$ cat src/rtl/shift_sequencer.sv
// shift_sequencer
//   Upstream control stage for an N-bit shift_register. A word is accepted
//   over a valid/ready handshake. The sequencer then drives the register's
//   ctrl/data inputs: one parallel-load cycle, then exactly N shift cycles in
//   the requested direction, then GAP hold cycles. After that it is idle again.
//
// Ports
//   clk        rising-edge clock
//   reset      synchronous, active-high
//   in_valid   upstream word valid
//   in_ready   sequencer idle and able to accept a word (low during reset)
//   in_data    word to load (N bits)
//   in_dir     0 = shift right (ctrl=1), 1 = shift left (ctrl=2)
//   pause      freezes the shift phase while high (one-cycle latency to ctrl)
//   ctrl       to shift_register.ctrl: 0 hold, 1 right, 2 left, 3 load
//   data       to shift_register.data (load word during LOAD, else 0)
//   busy       high whenever the sequencer is not idle
//   shift_cnt  shifts issued for the current word (holds N until next load)
//   done       one-cycle pulse on the final cycle of a word's sequence
module shift_sequencer #(
    parameter int N   = 8,
    parameter int GAP = 2,
    parameter int CW  = $clog2(N + 1)
) (
    input  logic          clk,
    input  logic          reset,
    input  logic          in_valid,
    output logic          in_ready,
    input  logic [N-1:0]  in_data,
    input  logic          in_dir,
    input  logic          pause,
    output logic [1:0]    ctrl,
    output logic [N-1:0]  data,
    output logic          busy,
    output logic [CW-1:0] shift_cnt,
    output logic          done
);
    // The gap counter holds the number of GAP cycles still to come after the current one.
    localparam int GW = (GAP > 1) ? $clog2(GAP) : 1;

    localparam logic [1:0] C_HOLD  = 2'd0;
    localparam logic [1:0] C_RIGHT = 2'd1;
    localparam logic [1:0] C_LEFT  = 2'd2;
    localparam logic [1:0] C_LOAD  = 2'd3;

    typedef enum logic [1:0] {S_IDLE, S_LOAD, S_SHIFT, S_GAP} state_t;

    state_t          state_q;
    logic            dir_q;
    logic [1:0]      ctrl_q;
    logic [N-1:0]    data_q;
    logic            busy_q;
    logic [CW-1:0]   cnt_q;
    logic            done_q;
    logic [GW-1:0]   gap_q;

    logic            fire;
    logic [1:0]      dir_ctrl;

    assign in_ready = (state_q == S_IDLE) && !reset;
    assign fire     = in_valid && in_ready;
    assign dir_ctrl = dir_q ? C_LEFT : C_RIGHT;

    assign ctrl      = ctrl_q;
    assign data      = data_q;
    assign busy      = busy_q;
    assign shift_cnt = cnt_q;
    assign done      = done_q;

    // Every output is registered, so each branch below sets the values for the
    // cycle that follows the edge. In SHIFT, a non-zero ctrl_q means the current
    // cycle issues a shift. A zero ctrl_q means the current cycle is paused.
    always_ff @(posedge clk) begin
        if (reset) begin
            state_q <= S_IDLE;
            dir_q   <= 1'b0;
            ctrl_q  <= C_HOLD;
            data_q  <= '0;
            busy_q  <= 1'b0;
            cnt_q   <= '0;
            done_q  <= 1'b0;
            gap_q   <= '0;
        end else begin
            done_q <= 1'b0;
            case (state_q)
                S_IDLE: begin
                    ctrl_q <= C_HOLD;
                    data_q <= '0;
                    if (fire) begin
                        state_q <= S_LOAD;
                        dir_q   <= in_dir;
                        ctrl_q  <= C_LOAD;
                        data_q  <= in_data;
                        busy_q  <= 1'b1;
                        cnt_q   <= '0;
                    end
                end
                S_LOAD: begin
                    // LOAD always lasts one cycle. pause only decides whether
                    // the first SHIFT cycle issues a shift.
                    state_q <= S_SHIFT;
                    data_q  <= '0;
                    ctrl_q  <= pause ? C_HOLD : dir_ctrl;
                    done_q  <= (GAP == 0) && (N == 1) && !pause;
                end
                S_SHIFT: begin
                    if (ctrl_q != C_HOLD) begin
                        cnt_q <= cnt_q + CW'(1);
                        if (cnt_q == CW'(N - 1)) begin
                            ctrl_q <= C_HOLD;
                            if (GAP == 0) begin
                                state_q <= S_IDLE;
                                busy_q  <= 1'b0;
                            end else begin
                                state_q <= S_GAP;
                                gap_q   <= GW'(GAP - 1);
                                done_q  <= (GAP == 1);
                            end
                        end else begin
                            ctrl_q <= pause ? C_HOLD : dir_ctrl;
                            // With no gap, done marks the cycle of the final shift.
                            done_q <= (GAP == 0) && !pause && (cnt_q == CW'(N - 2));
                        end
                    end else begin
                        ctrl_q <= pause ? C_HOLD : dir_ctrl;
                        done_q <= (GAP == 0) && !pause && (cnt_q == CW'(N - 1));
                    end
                end
                S_GAP: begin
                    if (gap_q == '0) begin
                        state_q <= S_IDLE;
                        busy_q  <= 1'b0;
                    end else begin
                        gap_q  <= gap_q - GW'(1);
                        done_q <= (gap_q == GW'(1));
                    end
                end
                default: begin
                    state_q <= S_IDLE;
                    ctrl_q  <= C_HOLD;
                    busy_q  <= 1'b0;
                end
            endcase
        end
    end

endmodule

$ cat config.mk
export PLATFORM = sky130hd
export DESIGN_NAME = shift_sequencer
export DESIGN_NICKNAME = d
export VERILOG_FILES = /design/src/rtl/shift_sequencer.sv
export SDC_FILE = /design/constraint.sdc
export NUM_CORES = 1
export LEC_CHECK = 0
export ABC_AREA = 1
export CORE_MARGIN = 2
export CORE_UTILIZATION = 51
export CTS_BUF_LIST = sky130_fd_sc_hd__clkbuf_4 sky130_fd_sc_hd__clkbuf_8
export DETAILED_ROUTE_END_ITERATION = 8
export PLACE_DENSITY = 0.89
export SYNTH_ARGS = -nofsm -noshare
export SYNTH_HDL_FRONTEND = slang
export SYNTH_SLANG_ARGS = --single-unit
$ cat constraint.sdc
create_clock -name clk -period 2.73 [get_ports clk]
set_clock_uncertainty 0.1 [all_clocks]
set_input_delay 0.4095 -clock clk [delete_from_list [all_inputs] [get_ports clk]]
set_output_delay 0.4095 -clock clk [all_outputs]
set_load 0.01 [all_outputs]
Word-level counts from Yosys, hierarchy flattened:

Index checks and enable logic that the tools add are counted.
W data, S select, Z words.

* memories: 0
* bits in read-only memories: 0
* output and inout port bits: 17
* latch bits: 0
* input bits: 13
* register bits after elaboration: 20
* RAM bits: 0

* add/sub/neg operators: 2
* div/mod/pow operators: 0
* equal/unequal tests: 8
* order comparisons: 0
* shifts and indexed selects: 0
* muxes and demuxes: 24
* reduce and logical (&&, ||, !) cells: 16
* multipliers: 0
* bitwise operators: 1

Operators by type and width (number)
* $mux W2: 9
* $pmux W8 S2: 1
* $reduce_bool A2 Y1: 5
* $reduce_and A3 Y1: 3
* $mux W4: 2
* $mux W8: 1
* $ne A2 B2 Y1 const B: 4
* $pmux W2 S4: 1
* $pmux W4 S2: 1
* $mux W1: 6
* $pmux W2 S3: 1
* $add A4 B1 Y4 const B: 1
* $eq A2 B2 Y1 const B: 2
* $eq A4 B3 Y1 const B: 1
* $pmux W1 S2: 2
* $reduce_and A4 Y1: 1
* $reduce_bool A3 Y1: 1
* $eq A2 B1 Y1 const B: 1
* $logic_and A1 B1 Y1: 2
* $logic_not A2 Y1: 1
* $reduce_and A2 Y1: 1
* $reduce_or A2 Y1: 1
* $logic_not A1 Y1: 1
* $not A1 Y1: 1
* $sub A1 B1 Y1 const B: 1

Depth between registers and ports, before layout:

Gate-level depths: netlist of run 1.

* depth after elaboration: 5
* depth in mapped cells: 10
* gate-level depth less buffers: 9

Worst setup path before layout of run 1:

No wires, ideal clock.

* path kind: register to register
* start: reg state_q[0]
* end: reg cnt_q[3], in the netlist shift_cnt[3]
* data arrival time: 1235 ps
* cell stages (with the launch flop): 10
* data required time: 2502 ps
* slack: 1267 ps
* setup time: 128 ps
* path buffers: 1
* path through: dfxtp_1 inv_1 ha_1 buf_2 nand2_1 nand2_1 nor2_1 nor2_1 nor2_1 nor2_1

* word-level cells in the longest chain between the ends: 5
* elaborated cells between the ends (all ways): 9

Ends and longest elaborated chain
* start: declaration: RTL line 48 `state_t state_q;`
* start signal: assignment: RTL line 75 `state_q <= S_IDLE;`
* start signal: assignment: RTL line 90 `state_q <= S_LOAD;`
* start signal: assignment: RTL line 101 `state_q <= S_SHIFT;`
* $logic_not A2 Y1: RTL line 60, 85
* $logic_and A1 B1 Y1: RTL line 60 `assign in_ready = (state_q == S_IDLE) && !reset;`
* $logic_and A1 B1 Y1: RTL line 61 `assign fire = in_valid && in_ready;`
* $ne A2 B2 Y1 (no line)
* $reduce_and A3 Y1 (no line)
* end signal: assignment: RTL line 108 `cnt_q <= cnt_q + CW'(1);`
* end: declaration: RTL line 53 `logic [CW-1:0] cnt_q;`

Several ways; a longest one is shown, not always the timed one.
A chain may end at the register's enable or synchronous reset.

Worst setup path in the final report of run 1:

* start: reg state_q[1]
* end: out in_ready

* word-level cells in the longest chain between the ends: 2

Ends and longest elaborated chain
* $logic_not A2 Y1: RTL line 60
* $logic_and A1 B1 Y1: RTL line 60
* end: declaration: RTL line 28 `output logic in_ready,`

Every way passes these cells.

==> key figures, run 1 <==
Status
  – Status: completed

Drt
  – DRT Pass-1 Iters: 4
  – Final wirelength: 2400 um
  – Vias per inst: 5.38
  – WL per Instance: 12.9 um
  – Max layer used: met4
  – Post-detailed-route DRC marker count: 0
  – Met3 WL: 93 um
  – Routed via count: 996
  – Routed met2 length: 1220 um
  – DRT met1 WL: 1030 um
  – Iter 0 DRT Violations: 34
  – Antenna-violating nets left: 0

Yosys
  – Syn_area_per_cell: 7.44 sq um
  – Cell taking the most area after synthesis: dfxtp_1
  – Leading post-synthesis cells by cell area: dfxtp_1 42%, nor2_1 9.9%, ha_1 7.9%
  – Syn Inst Count: 128
  – Post-synthesis sequential area ratio: 42.0%
  – Top_reg_cell synth: dfxtp_1
  – Synth top cells by count: 25 x nor2_1, 20 x dfxtp_1, 18 x nand2_1
  – Ys Warns: 0
  – Asr flop ratio synth: 0%
  – Syn nets: 147
  – Post-synth top area share: 42.0%
  – Synth cell types: 20
  – Count leader, synth: nor2_1
  – Cell area after synthesis: 952 sq um
  – EDFF count, synth: 0
  – Synth Register Bits: 20

Timing
  – Final Hold Viols: 0
  – Endpoints failing setup: 0
  – Setup TNS: 0 ns
  – Tcrit/Tclk final: 83.2%
  – Slew margin rel.: 62.7%
  – Final Max Tran Viols: 0
  – Worst Tran Pin Value: 0.557 ns
  – F_max: 440 MHz
  – RSZ-0062 raised after global routing: false
  – Post-route minimum period: 2.27 ns

Setup path
  – Crit end category: primary output
  – Crit Reg-Reg Startpoint: state_q[0]$_SDFFE_PP0P_
  – Critical path class: register to primary output
  – Max stage delay cell, worst path: clkdlybuf4s50_1
  – Critical path cell sequence: inv_1, ha_1, inv_2, nor2_2, clkdlybuf4s50_1
  – Critical Path Start Type: register
  – Crit Path Max Fanout: 4
  – CP peak stage delay: 0.55 ns
  – Required time worst endpoint: 2.22 ns
  – Reg2Reg Setup Slack: 1.03 ns
  – Reg2Reg Depth: 5
  – Worst Path Arrival: 1.76 ns
  – FF-to-FF End: data[7]$_SDFFE_PP0P_

Floorplan
  – Die Y: 47.2 um
  – Die Wd: 47.2 um
  – Ports: 30
  – Die area: 0.00223 sq mm
  – Initial Utilization: 54.6%
  – Placeable Area: 0.00175 sq mm
  – # rows: 15

GRT
  – Gr ovfl total: 0
  – Total GRT Usage: 23.9%
  – Antenna violations before repair: 0
  – Vias in the first global route: 924
  – First-pass GRT wire length: 3780 um
  – Largest net degree at the start of global routing: 15

Power
  – Sw frac: 40.4%
  – Combinational power share: 45.2%
  – Pleak: 0.555 nW
  – Seq pwr share: 32.8%
  – Psw: 0.453 mW
  – Clock share of power: 22.0%
  – Pwr/cell area: 846 mW/mm^2
  – IR drop worst, VDD: 0.597 mV
  – Total design power: 1.12 mW
  – Cell internal pwr: 0.668 mW

Layout
  – Final Instance Area: 0.00133 sq mm
  – Area Overhead vs Synth: 39.2%
  – Inserted Diodes: 0
  – Final core occ: 75.9%
  – Multi-input logic area: 487 sq um
  – Layout cell share with drive strength beyond 1: 8.13%
  – Final layout net count: 180
  – Fill cell total of the finished layout: 139
  – Storage cell area: 400 sq um

Hold path
  – Worst hold path endpoint: gap_q$_SDFFE_PP0P_
  – Min-Delay Path Depth: 2
  – Hold path startpoint: gap_q$_SDFFE_PP0P_
  – Min-delay worst type: register to register

Placed design
  – Port bufs: 29
  – Post-placement cell area: 0.00127 sq mm
  – Final HPWL DP: 1820 um
  – Gpl congestion: 0.915

Clock tree
  – Max clock buf depth: 2
  – Clk Latency, worst-skew pair: 0.31 ns
  – H-tree lvl count: 1
  – CTS resizes: 0
  – CTS tree: yes
  – Post-CTS Hold Fix Bufs: 0
  – CTS buffer count: 3
  – Clock root buffer: clkbuf_4
  – Sink Count: 20
  – Clock transition at path regs: 0.11 ns
  – Postcts setup bufs: 0

Flow run
  – MaxCap Viol Count: 0
## area by class of cell
type | instances | area share, %
inverter | 15 | 4.25
sequential | 20 | 30.2
clock inverter | 1 | 2.27
clock buffer | 3 | 1.70
multi-input combinational | 91 | 36.7
timing repair buffer | 30 | 22.5
tap | 25 | 2.36
## worst max-delay path, delay by kind of cell (launching register included)
kind | cells | cell delay (ns)
flip-flops | 1 | 0.36
AND/OR/NAND/NOR | 1 | 0.12
buffers and inverters | 3 | 0.75
adder cells (fa/ha/maj) | 1 | 0.23
## routing by layer
metal	global-route usage, %	up-vias
met4	12.8	0
met1	29.5	467
li1	-	482
met2	40.5	40
met3	2.69	7
met5	0	-
## cell families (layout without fill, tap and decap cells)
group	Yosys count	after routing	synth area share (%)
xor gates and xnor gates	1	1	0.920
DFF	20	20	42.0
buffers and inverters	17	49	6.83
AOI/OAI and AO/OA	24	24	15.2
adders and majority gates	6	6	7.88
and+or+nand+nor	60	60	27.1
## placed cells by master, fill, tap and decap left out
cell type / instances
nand2_1: 18
dfxtp_1: 20
inv_2: 3
nand3_1: 9
ha_1: 6
xnor2_1: 1
a21oi_2: 1
bufinv_16: 1
nor3_1: 3
nand4_1: 2
nor2_2: 1
clkdlybuf4s50_1: 29
o21ai_0: 6
a22oi_1: 7
nor2_4: 1
nor2_1: 25
buf_4: 1
clkbuf_4: 3
a21oi_1: 9
nand2_2: 1
o21ai_2: 1
inv_1: 12
## worst max path at each step
stage | start | to | slack [ns] | depth (start not counted)
2_1_floorplan | state_q[0]$_SDFFE_PP0P_ | shift_cnt[3]$_SDFFE_PP0P_ | 1.27 | 9
3_3_place_gp | reset | in_ready | 0.65 | 3
3_5_place_dp | reset | in_ready | 0.65 | 3
4_1_cts | state_q[1]$_SDFFE_PP0P_ | in_ready | 0.45 | 5
5_1_grt | state_q[1]$_SDFFE_PP0P_ | in_ready | 0.37 | 5
6_report | state_q[1]$_SDFFE_PP0P_ | in_ready | 0.46 | 5
## state kept, by name, summed over array words and instances, names as in the netlist
signal and flops:
data 8, shift_cnt 4, ctrl 2, state_q 2, busy 1, dir_q 1, done 1, gap_q 1
## power by group through the flow
stage / registers (mW) / logic, mW / clock network [mW]
finish: 0.368 / 0.507 / 0.247
global route: 0.371 / 0.568 / 0.258
CTS: 0.367 / 0.500 / 0.249
detailed placement: 0.374 / 0.492 / 0
global placement: 0.368 / 0.472 / 0
floorplan: 0.377 / 0.328 / 0
## per-stage QoR
stage | setup slack, ns | cells | hold slack [ns]
after floorplan | 1.27 | 128 | 0.337
after global placement | 0.652 | 181 | 0.357
after detailed placement | 0.649 | 181 | 0.359
after CTS | 0.453 | 185 | 0.387
after global routing | 0.374 | 185 | 0.420
final | 0.458 | 185 | 0.387
No activity file was read; power rests on OpenSTA's default activity.
==> run 2, diff against run 1 <==
--- a/config.mk
+++ b/config.mk
@@ -6,11 +6,12 @@
 export NUM_CORES = 1
 export LEC_CHECK = 0
 export ABC_AREA = 1
+export CORE_ASPECT_RATIO = 0.6
 export CORE_MARGIN = 2
-export CORE_UTILIZATION = 51
+export CORE_UTILIZATION = 42
 export CTS_BUF_LIST = sky130_fd_sc_hd__clkbuf_4 sky130_fd_sc_hd__clkbuf_8
 export DETAILED_ROUTE_END_ITERATION = 8
-export PLACE_DENSITY = 0.89
+export PLACE_DENSITY = 0.78
 export SYNTH_ARGS = -nofsm -noshare
 export SYNTH_HDL_FRONTEND = slang
 export SYNTH_SLANG_ARGS = --single-unit
==> constraint.sdc (replaced) <==
create_clock -name clk -period 1.9 [get_ports clk]
set_clock_uncertainty 0.1 [all_clocks]
set_input_delay 0.285 -clock clk [delete_from_list [all_inputs] [get_ports clk]]
set_output_delay 0.285 -clock clk [all_outputs]
set_load 0.01 [all_outputs]
==> run 2 against run 1 <==
Against the previous run: combinational power increased by 47%; core utilization is 12 points lower; design area is 3.1% higher; highest routed layer unchanged; critical path type unchanged.
==> key figures, run 2 (synthesized netlist as in run 1, its figures left out) <==
Setup path
  – Reg2Reg Setup Slack: 0.23 ns (-0.80 ns)
  – FF-to-FF End: shift_cnt[3]$_SDFFE_PP0P_
  – Worst Setup SP: state_q[1]$_SDFFE_PP0P_
  – Critical path class: register to primary output
  – Crit Path Max Fanout: 4 (unchanged)
  – Crit end category: primary output
  – Reg2Reg Depth: 9 (+4)
  – Worst Path Arrival: 1.42 ns (-0.34 ns)
  – Crit Reg-Reg Startpoint: state_q[0]$_SDFFE_PP0P_
  – Required time worst endpoint: 1.51 ns (-0.71 ns)
  – Critical Path Start Type: register

Floorplan
  – Initial Utilization: 44.3% (-10 points)
  – Die Wd: 65.5 um (+39%)
  – Ports: 30 (unchanged)
  – Placeable Area: 0.00215 sq mm (+23%)
  – Die area: 0.00268 sq mm (+20%)
  – Die Y: 40.9 um (-13%)
  – # rows: 13 (-2)

Hold path
  – Min-Delay Path Depth: 2 (unchanged)
  – Min-delay worst type: register to register
  – Worst hold path endpoint: dir_q$_SDFFE_PP0P_
  – Hold path startpoint: dir_q$_SDFFE_PP0P_

Layout
  – Layout cell share with drive strength beyond 1: 9.88% (+1.8 points)
  – Area Overhead vs Synth: 43.5%
  – Commonest non-fill, non-tap cell in the layout: clkdlybuf4s50_1
  – Final core occ: 63.6% (-12 points)
  – Post-route non-filler standard cell count: 192 (+3.8%)
  – Most frequent cells in the layout: 28 x clkdlybuf4s50_1, 25 x nor2_1, 20 x dfxtp_1
  – Final layout net count: 182 (+1.1%)
  – Final Instance Area: 0.00137 sq mm (+3.1%)
  – Inserted Diodes: 0 (unchanged)
  – Fill cell total of the finished layout: 193 (+39%)
  – Max reg flops: 8 (unchanged)

Clock tree
  – Clock root buffer: clkbuf_8
  – Clk Latency, worst-skew pair: 0.26 ns (-0.05 ns)
  – CTS tree: yes
  – CTS buffer count: 3 (unchanged)
  – Sink Count: 20 (unchanged)
  – Max clock buf depth: 2 (unchanged)
  – Clock transition at path regs: 0.07 ns (-0.04 ns)
  – H-tree lvl count: 1 (unchanged)

Timing
  – Worst setup margin: 0.0902 ns (-0.368 ns)
  – F_max: 553 MHz
  – Endpoints failing setup: 0 (unchanged)
  – RSZ-0062 raised after global routing: false
  – Final Hold Viols: 0 (unchanged)
  – Worst Tran Pin Value: 0.327 ns (-0.230 ns)
  – Slew margin rel.: 78.0% (+15 points)
  – Setup TNS: 0 ns (unchanged)
  – Final Max Tran Viols: 0 (unchanged)
  – Tcrit/Tclk final: 95.3%
  – Hold slack: 0.379 ns (-0.00853 ns)
  – Post-route minimum period: 1.81 ns

Drt
  – DRT Pass-1 Iters: 4 (unchanged)
  – Iter 0 DRT Violations: 46 (+35%)
  – Final wirelength: 2400 um (+0.29%)
  – WL per Instance: 12.5 um (-3.4%)
  – Post-detailed-route DRC marker count: 0 (unchanged)
  – Met3 WL: 143 um (+54%)
  – Max layer used: met4
  – Routed met2 length: 1010 um (-18%)
  – Vias per inst: 5.00 (-7.1%)
  – Antenna-violating nets left: 0 (unchanged)
  – Routed via count: 960 (-3.6%)
  – DRT met1 WL: 1220 um (+18%)

Placed design
  – Pre-CTS WS: 0.0699 ns (-0.579 ns)
  – Final HPWL DP: 1850 um (+1.7%)
  – Port bufs: 29 (unchanged)
  – Gpl congestion: 0.901 (-1.5%)
  – Post-placement cell area: 0.00129 sq mm (+1.7%)
  – Post-Place Cells: 188 (+3.9%)

Power
  – Clock share of power: 25.0% (+3.0 points)
  – Seq pwr share: 31.1% (-1.7 points)
  – Psw: 0.646 mW (+43%)
  – Total design power: 1.69 mW (+51%)
  – Sw frac: 38.2% (-2.3 points)
  – Pwr/cell area: 1240 mW/mm^2 (+46%)
  – Cell internal pwr: 1.05 mW (+57%)
  – IR drop worst, VDD: 0.903 mV (+51%)
  – Combinational power share: 43.9% (-1.3 points)
  – Pleak: 0.574 nW (+3.5%)

GRT
  – Antenna violations before repair: 0 (unchanged)
  – Largest net degree at the start of global routing: 15 (unchanged)
  – Vias in the first global route: 799 (-14%)
  – Gr ovfl total: 0 (unchanged)
  – First-pass GRT wire length: 3530 um (-6.8%)
  – Total GRT Usage: 19.1% (-4.8 points)

Status
  – Status: completed

Flow run
  – MaxCap Viol Count: 0 (unchanged)
run 2: power by group through the flow:
stage / combinational (mW) / sequential [mW] / clock (mW)
after floorplan: 0.471 / 0.542 / 0
final: 0.743 / 0.527 / 0.424
after CTS: 0.733 / 0.526 / 0.434
after global routing: 0.830 / 0.535 / 0.447
after global placement: 0.717 / 0.531 / 0
after detailed placement: 0.728 / 0.536 / 0
run 2: per-layer routing:
layer  GRT usage (%)  vias up
li1                -      488
met1            24.6      437
met2            30.6       31
met3            6.04        4
met4            7.81        0
met5               0        -
run 2: worst max-delay path by stage:
stage | depth (start not counted) | end
2_1_floorplan | 9 | shift_cnt[3]$_SDFFE_PP0P_
3_3_place_gp | 3 | in_ready
3_5_place_dp | 3 | in_ready
4_1_cts | 5 | in_ready
5_1_grt | 5 | in_ready
6_report | 5 | in_ready
run 2: critical path, stage by stage (launching register included):
cell           delay, ns
dfxtp_1             0.35
inv_1               0.11
ha_2                0.22
inv_2               0.06
nor2_2              0.14
dlygate4sd2_1       0.29
run 2: cell type report:
| type | count | area (sq um) | area share [%] |
|---|---|---|---|
| clock buffers | 3 | 41.3 | 3.02 |
| clock inverters | 1 | 30.0 | 2.20 |
| inverters | 15 | 56.3 | 4.12 |
| multi-input cells | 91 | 489 | 35.8 |
| flip-flops and latches | 20 | 400 | 29.3 |
| well taps | 30 | 37.5 | 2.75 |
| repair buffers | 32 | 312 | 22.8 |
run 2: repair_timing:
item / CTS / global route
buffers inserted: 0 / 0
hold buffers: 0 / 0
resized for setup: 1 / 1
endpoints found under the setup margin: 1 / 1
